`config.mk`:
```
export PLATFORM = sky130hd
export DESIGN_NAME = branch_resolve_unit_flat
export DESIGN_NICKNAME = d
export VERILOG_FILES = /design/src/rtl/bru_pkg.sv /design/src/rtl/branch_resolve_unit_if.sv /design/src/rtl/branch_cond_eval.sv /design/src/rtl/branch_resolve_unit.sv /design/src/flat_wrapper.sv
export SDC_FILE = /design/constraint.sdc
export NUM_CORES = 1
export LEC_CHECK = 0
export ABC_CLOCK_PERIOD_IN_PS = 3950
export BUFFER_PORTS_ARGS = -buffer_cell sky130_fd_sc_hd__buf_2
export CORE_MARGIN = 2
export CORE_UTILIZATION = 55
export CTS_CLUSTER_SIZE = 10
export DETAILED_ROUTE_END_ITERATION = 6
export MAX_ROUTING_LAYER = met4
export PLACE_DENSITY = 0.92
export SKIP_CTS_REPAIR_TIMING = 1
export SYNTH_ARGS = -nofsm -noshare
export SYNTH_HDL_FRONTEND = slang
export SYNTH_SLANG_ARGS = --single-unit
```
`constraint.sdc`:
```
create_clock -name clk -period 3.95 [get_ports clk]
set_input_delay 0.1975 -clock clk [delete_from_list [all_inputs] [get_ports clk]]
set_output_delay 0.1975 -clock clk [all_outputs]
set_load 0.01 [all_outputs]
```
`src/rtl/bru_pkg.sv`:
```
// Shared definitions for the branch resolve unit: funct3 branch encodings and the result payload.
package bru_pkg;

    localparam logic [2:0] BEQ  = 3'b000;
    localparam logic [2:0] BNE  = 3'b001;
    localparam logic [2:0] BLT  = 3'b100;
    localparam logic [2:0] BGE  = 3'b101;
    localparam logic [2:0] BLTU = 3'b110;
    localparam logic [2:0] BGEU = 3'b111;

    // next_pc is held at the widest supported width and truncated to WIDTH at the output.
    localparam int unsigned BRU_MAX_WIDTH = 64;

    typedef struct packed {
        logic                     taken;
        logic                     mispredict;
        logic                     illegal;
        logic [BRU_MAX_WIDTH-1:0] next_pc;
    } bru_result_t;

endpackage

```
`src/rtl/branch_resolve_unit_if.sv`:
```
// Request/result bus of the branch resolve unit; master is the execute side, slave is the unit.
interface branch_resolve_unit_if #(
    parameter int unsigned WIDTH = 32
);
    logic             in_valid;
    logic             in_ready;
    logic [WIDTH-1:0] op1;
    logic [WIDTH-1:0] op2;
    logic [2:0]       funct3;
    logic [WIDTH-1:0] pc;
    logic [WIDTH-1:0] imm;
    logic             pred_taken;
    logic [WIDTH-1:0] pred_target;

    logic             out_valid;
    logic             out_ready;
    logic             out_taken;
    logic [WIDTH-1:0] out_next_pc;
    logic             out_mispredict;
    logic             out_illegal;

    modport master (
        output in_valid, op1, op2, funct3, pc, imm, pred_taken, pred_target, out_ready,
        input  in_ready, out_valid, out_taken, out_next_pc, out_mispredict, out_illegal
    );

    modport slave (
        input  in_valid, op1, op2, funct3, pc, imm, pred_taken, pred_target, out_ready,
        output in_ready, out_valid, out_taken, out_next_pc, out_mispredict, out_illegal
    );
endinterface

```
`src/rtl/branch_cond_eval.sv`:
```
// Combinational branch condition: funct3/op1/op2 -> taken, illegal (010/011 are not branches).
module branch_cond_eval
    import bru_pkg::*;
#(
    parameter int unsigned WIDTH = 32
) (
    input  logic [2:0]       funct3_i,
    input  logic [WIDTH-1:0] op1_i,
    input  logic [WIDTH-1:0] op2_i,
    output logic             taken_c_o,
    output logic             illegal_c_o
);

    always_comb begin
        taken_c_o   = 1'b0;
        illegal_c_o = 1'b0;
        case (funct3_i)
            BEQ:     taken_c_o = (op1_i == op2_i);
            BNE:     taken_c_o = (op1_i != op2_i);
            BLT:     taken_c_o = ($signed(op1_i) <  $signed(op2_i));
            BGE:     taken_c_o = ($signed(op1_i) >= $signed(op2_i));
            BLTU:    taken_c_o = (op1_i <  op2_i);
            BGEU:    taken_c_o = (op1_i >= op2_i);
            default: illegal_c_o = 1'b1;
        endcase
    end

endmodule

```
`src/rtl/branch_resolve_unit.sv`:
```
// Registered, valid/ready branch resolver with one-cycle latency.
// Optional performance counters are built when BRU_PERF_COUNTERS_EN is defined.
module branch_resolve_unit
    import bru_pkg::*;
#(
    parameter int unsigned WIDTH     = 32,
    parameter int unsigned CNT_WIDTH = 32
) (
    input  logic                  clk,
    input  logic                  rst_n,
    input  logic                  flush,
    branch_resolve_unit_if.slave  bus
`ifdef BRU_PERF_COUNTERS_EN
    ,
    input  logic                  cnt_clear,
    output logic [CNT_WIDTH-1:0]  cnt_branches,
    output logic [CNT_WIDTH-1:0]  cnt_taken,
    output logic [CNT_WIDTH-1:0]  cnt_mispred
`endif
);

    if (WIDTH < 8 || WIDTH > BRU_MAX_WIDTH || CNT_WIDTH < 1) begin : g_bad_cfg
        $error("branch_resolve_unit: unsupported WIDTH/CNT_WIDTH");
    end

    logic             accept_c;
    logic             taken_c;
    logic             illegal_c;
    logic             mispredict_c;
    logic [WIDTH-1:0] target_c;
    logic [WIDTH-1:0] fallthrough_c;
    logic             valid_d, valid_q;
    bru_result_t      res_d, res_q;

    // Flush blocks acceptance; otherwise accept into an empty slot or one being drained.
    assign bus.in_ready = !flush && (!valid_q || bus.out_ready);
    assign accept_c     = bus.in_valid && bus.in_ready;

    branch_cond_eval #(
        .WIDTH (WIDTH)
    ) u_cond (
        .funct3_i    (bus.funct3),
        .op1_i       (bus.op1),
        .op2_i       (bus.op2),
        .taken_c_o   (taken_c),
        .illegal_c_o (illegal_c)
    );

    always_comb begin
        valid_d       = valid_q;
        res_d         = res_q;
        target_c      = bus.pc + bus.imm;
        fallthrough_c = bus.pc + WIDTH'(4);
        mispredict_c  = illegal_c || (taken_c != bus.pred_taken) ||
                        (taken_c && (bus.pred_target != target_c));
        if (flush) begin
            valid_d = 1'b0;
        end else if (accept_c) begin
            valid_d          = 1'b1;
            res_d.taken      = taken_c;
            res_d.illegal    = illegal_c;
            res_d.mispredict = mispredict_c;
            res_d.next_pc    = BRU_MAX_WIDTH'(taken_c ? target_c : fallthrough_c);
        end else if (bus.out_ready) begin
            valid_d = 1'b0;
        end
    end

    always_ff @(posedge clk or negedge rst_n) begin
        if (!rst_n) begin
            valid_q <= 1'b0;
            res_q   <= '0;
        end else begin
            valid_q <= valid_d;
            res_q   <= res_d;
        end
    end

    assign bus.out_valid      = valid_q;
    assign bus.out_taken      = res_q.taken;
    assign bus.out_mispredict = res_q.mispredict;
    assign bus.out_illegal    = res_q.illegal;
    assign bus.out_next_pc    = WIDTH'(res_q.next_pc);

`ifdef BRU_PERF_COUNTERS_EN
    logic [CNT_WIDTH-1:0] cnt_br_q, cnt_tk_q, cnt_mp_q;

    // Saturating event counters sampled at accept; clear wins over a same-cycle increment.
    always_ff @(posedge clk or negedge rst_n) begin
        if (!rst_n) begin
            cnt_br_q <= '0;
            cnt_tk_q <= '0;
            cnt_mp_q <= '0;
        end else if (cnt_clear) begin
            cnt_br_q <= '0;
            cnt_tk_q <= '0;
            cnt_mp_q <= '0;
        end else if (accept_c) begin
            if (cnt_br_q != '1)
                cnt_br_q <= cnt_br_q + CNT_WIDTH'(1);
            if (taken_c && (cnt_tk_q != '1))
                cnt_tk_q <= cnt_tk_q + CNT_WIDTH'(1);
            if (mispredict_c && (cnt_mp_q != '1))
                cnt_mp_q <= cnt_mp_q + CNT_WIDTH'(1);
        end
    end

    assign cnt_branches = cnt_br_q;
    assign cnt_taken    = cnt_tk_q;
    assign cnt_mispred  = cnt_mp_q;
`endif

endmodule

```
`src/flat_wrapper.sv`:
```
// flat-port wrapper written by rule: the top's interface ports become plain ports
module branch_resolve_unit_flat import bru_pkg::*;
#(
    parameter int unsigned WIDTH     = 32,
    parameter int unsigned CNT_WIDTH = 32
)
  (clk, rst_n, flush, bus_in_valid, bus_op1, bus_op2, bus_funct3, bus_pc, bus_imm, bus_pred_taken, bus_pred_target, bus_out_ready, bus_in_ready, bus_out_valid, bus_out_taken, bus_out_next_pc, bus_out_mispredict, bus_out_illegal);
  branch_resolve_unit_if #(.WIDTH(WIDTH)) bus_i ();
  input  logic clk;
  input  logic rst_n;
  input  logic flush;
  input wire logic [$bits(bus_i.in_valid)-1:0] bus_in_valid;
  input wire logic [$bits(bus_i.op1)-1:0] bus_op1;
  input wire logic [$bits(bus_i.op2)-1:0] bus_op2;
  input wire logic [$bits(bus_i.funct3)-1:0] bus_funct3;
  input wire logic [$bits(bus_i.pc)-1:0] bus_pc;
  input wire logic [$bits(bus_i.imm)-1:0] bus_imm;
  input wire logic [$bits(bus_i.pred_taken)-1:0] bus_pred_taken;
  input wire logic [$bits(bus_i.pred_target)-1:0] bus_pred_target;
  input wire logic [$bits(bus_i.out_ready)-1:0] bus_out_ready;
  output wire logic [$bits(bus_i.in_ready)-1:0] bus_in_ready;
  output wire logic [$bits(bus_i.out_valid)-1:0] bus_out_valid;
  output wire logic [$bits(bus_i.out_taken)-1:0] bus_out_taken;
  output wire logic [$bits(bus_i.out_next_pc)-1:0] bus_out_next_pc;
  output wire logic [$bits(bus_i.out_mispredict)-1:0] bus_out_mispredict;
  output wire logic [$bits(bus_i.out_illegal)-1:0] bus_out_illegal;
  assign bus_i.in_valid = bus_in_valid;
  assign bus_i.op1 = bus_op1;
  assign bus_i.op2 = bus_op2;
  assign bus_i.funct3 = bus_funct3;
  assign bus_i.pc = bus_pc;
  assign bus_i.imm = bus_imm;
  assign bus_i.pred_taken = bus_pred_taken;
  assign bus_i.pred_target = bus_pred_target;
  assign bus_i.out_ready = bus_out_ready;
  assign bus_in_ready = bus_i.in_ready;
  assign bus_out_valid = bus_i.out_valid;
  assign bus_out_taken = bus_i.out_taken;
  assign bus_out_next_pc = bus_i.out_next_pc;
  assign bus_out_mispredict = bus_i.out_mispredict;
  assign bus_out_illegal = bus_i.out_illegal;
  branch_resolve_unit #(.WIDTH(WIDTH), .CNT_WIDTH(CNT_WIDTH)) u_core (.clk(clk), .rst_n(rst_n), .flush(flush), .bus(bus_i));
endmodule
```
==> summary.md <==
| Metric | Value |
|---|---|
| Final non-filler cell total | `~1100` |
| H-tree depth | `2` |
| Register area share after synthesis | `16.2%` |
| Initial antenna violation count | `2` |
| Detailed-router iteration count before antenna repair | `6` |
| Synth top area cells | `dfrtp_1 16%, ha_1 14%, nand2_1 7.0%, xnor2_1 7.0%, a21oi_1 5.8%` |
| Drt drc | `0` |
| Vias | `roughly 6300` |
| Synth Flop Type | `dfrtp_1` |
| Critical Path Fanout Max | `5` |
| Routed Antenna Nets | `0` |
| CORE AREA | `around 9800 sq um` |
| Ys Warns | `0` |
| Placement Cell Area | `between 6000 and 7000 sq um` |
| Vias in the first global route | `about 5800` |
| Most frequent cells in the layout | `205 x buf_2, 103 x nand2_1, 64 x a21oi_1, 64 x ha_1, 60 x o21ai_0` |
| Clock skew | `~0.0043 ns` |
| GR Overflow Total | `0` |
| Mapped cell area | `between 5000 and 6000 sq um` |
| CP required | `~4.1 ns` |
| Die area | `approximately 11000 sq um` |
| Initial Util | `56.7%` |
| HPWL after detailed placement | `between 15000 and 20000 um` |
| Synthesized flop and latch total | `36` |
| Final Net Count | `1164` |
| Rel. slew slack | `between 40% and 50%` |
| Async S/R FF share, synth | `between 90% and 100%` |
| Sinks on the clock net | `36` |
| Gr usage total | `between 30% and 40%` |
| Final Hold Viols | `19` |
| Fin Hold WS | `-0.0252 ns` |
| Worst slew pin tran | `~0.77 ns` |
| Period utilization | `about four fifths` |
| Vias per cell | `approximately 5.9` |
| Syn Area/Cell | `7.48 sq um` |
| R2R setup slack | `around 1.1 ns` |
| Leak pwr | `approximately 3.4 nW` |
| Final setup violation count | `0` |
| Pwr dens | `roughly 270 nW/um^2` |
| Status | `finished, violations left` |
| Layout area overhead | `21.8%` |
| TritonCTS buffer count | `5` |
| Failing checks | `hold timing` |
| Pin count of the biggest net entering global routing | `between 60 and 70` |
| Max Clock Freq | `around 0.32 GHz` |
| Root buffer cell | `clkbuf_8` |
| Die outline width | `approximately 100 um` |
| Worst setup margin | `roughly 0.78 ns` |
| Reg clk slew, reported paths | `0.07 ns` |
| Post-Syn Nets | `around 1000` |
| Period minus WS final | `3.17 ns` |
| Final Max Tran Viols | `0` |
| I/O Buffers | `205` |
| First DRT Iteration DRCs | `approximately 500` |
| Post-route setup TNS | `0 ns` |
| VDD IR max | `approximately 0.21 mV` |
| Crit path kind | `primary input to flop` |
| Leading cell type in the layout, fill and taps excluded | `buf_2` |
| Placed insts | `approximately 1100` |
| First-pass GRT wire length | `roughly 29000 um` |
| # Max-Cap Violations | `0` |
| Io pins | `206` |
| # rows | `36` |
| Dominant cell type by area after synthesis | `dfrtp_1` |
| DIE HEIGHT | `approximately 100 um` |
| Routed WL per cell | `17.1 um` |
| Worst-Skew Late Latency | `approximately 0.28 ns` |
| CTS tree | `yes` |
| RSZ-0062 raised after global routing | `no` |
| Arr. time, crit path | `3.33 ns` |
| Post-Route WL | `approximately 18000 um` |
| Count of cell types in the netlist | `66` |
| Share of layout cells above drive strength 1 | `between 20% and 30%` |
| CP Launch Type | `primary input` |
| Finished Cell Area | `6750 sq um` |
| Post-Place Worst Slack | `0.545 ns` |
| Global placement routability congestion | `about 1.0` |
| Hold Crit Class | `primary input to asynchronous set/reset pin` |
| Synth Instances | `741` |
| Post-synth EDFFs | `0` |
| Setup crit end kind | `flop` |
| Clk buf depth | `2` |
| Top-area cell type share of the netlist area | `between 10% and 20%` |
stage by stage:
step | utilization, % | power [mW]
floorplan | - | 1.14
global placement | 68.1 | 1.50
detailed placement | 68.1 | 1.52
CTS | 69.0 | 1.78
global route | 69.1 | 1.93
finish | 69.1 | 1.79
cell usage after synthesis, drive strengths merged, types with 12 or more instances:
| master | n |
|---|---|
| nand2 | 105 |
| a21oi | 68 |
| ha | 64 |
| o21ai | 64 |
| nor2 | 45 |
| xnor2 | 44 |
| inv | 40 |
| dfrtp | 36 |
| xor2 | 34 |
| nand3 | 31 |
| nand4 | 18 |
| nor3 | 18 |
| buf | 16 |
| and3 | 14 |
| mux2i | 13 |
| a21o | 12 |
| clkbuf | 12 |
per-layer routing:
metal	track usage [%]	share of wire [%]	vias to the layer above
met2	55.6	47	371
met3	4.20	10	51
li1	-	-	3044
met1	42.5	40	2828
met5	-	0	-
met4	10.2	2.9	0
state kept, by name, summed over array words and instances (netlist names):
signal,count
u_core.bus.out_taken,1
u_core.bus.out_illegal,1
u_core.bus.out_mispredict,1
u_core.bus.out_next_pc,32
u_core.bus.out_valid,1
cell families (layout without fill, tap and decap cells):
logic type      after synthesis  after routing  synth area share, %
compound gates              198            198                 22.2
buf+inv                      68            258                 5.30
simple gates                276            276                 24.1
xor+xnor                     84             84                 14.8
mux                          14             14                 2.55
fa+ha+maj                    65             65                 14.8
other cells                   0              2                    0
flops                        36             36                 16.2
layout make-up:
type	instances	area, sq um
clock inverter	2	10.0
tap	133	166
sequential	36	901
clock buffer	6	82.6
fill	821	3020
inverter	40	150
antenna	2	5.00
timing repair buffer	210	1080
multi-input combinational	637	4360
power by group:
part	internal (mW)	total (mW)	leakage [nW]	switching (mW)
registers	0.444	0.484	0.446	0.0396
clock network	0.139	0.264	0.0510	0.125
logic	0.438	1.05	2.87	0.608
total	1.02	1.79	3.37	0.773
worst max-delay path, cell delays in order:
cell and delay (ns):
buf_2 0.10, ha_1 0.21, fa_1 0.42, a211oi_2 0.30, o211ai_2 0.20, a21boi_2 0.28, nor4_1 0.11, nor3_1 0.37
xnor3_1 0.28, nor4_1 0.31, nand4_1 0.13, nor4b_1 0.35, nor2_1 0.07
worst paths after layout:
check	startpoint	endpoint	cells past startpoint
setup reg to reg	u_core.bus.out_valid	u_core.bus.out_mispredict	10
max in group asynchronous	rst_n	u_core.bus.out_next_pc[1]	1
setup / recovery	bus_imm[0]	u_core.bus.out_mispredict	13
hold reg to reg	u_core.bus.out_next_pc[9]	u_core.bus.out_next_pc[9]	2
min in group clk	flush	u_core.bus.out_valid	2
hold / removal	rst_n	u_core.bus.out_next_pc[29]	1
Note: power is estimated with default switching activity, not from simulation.
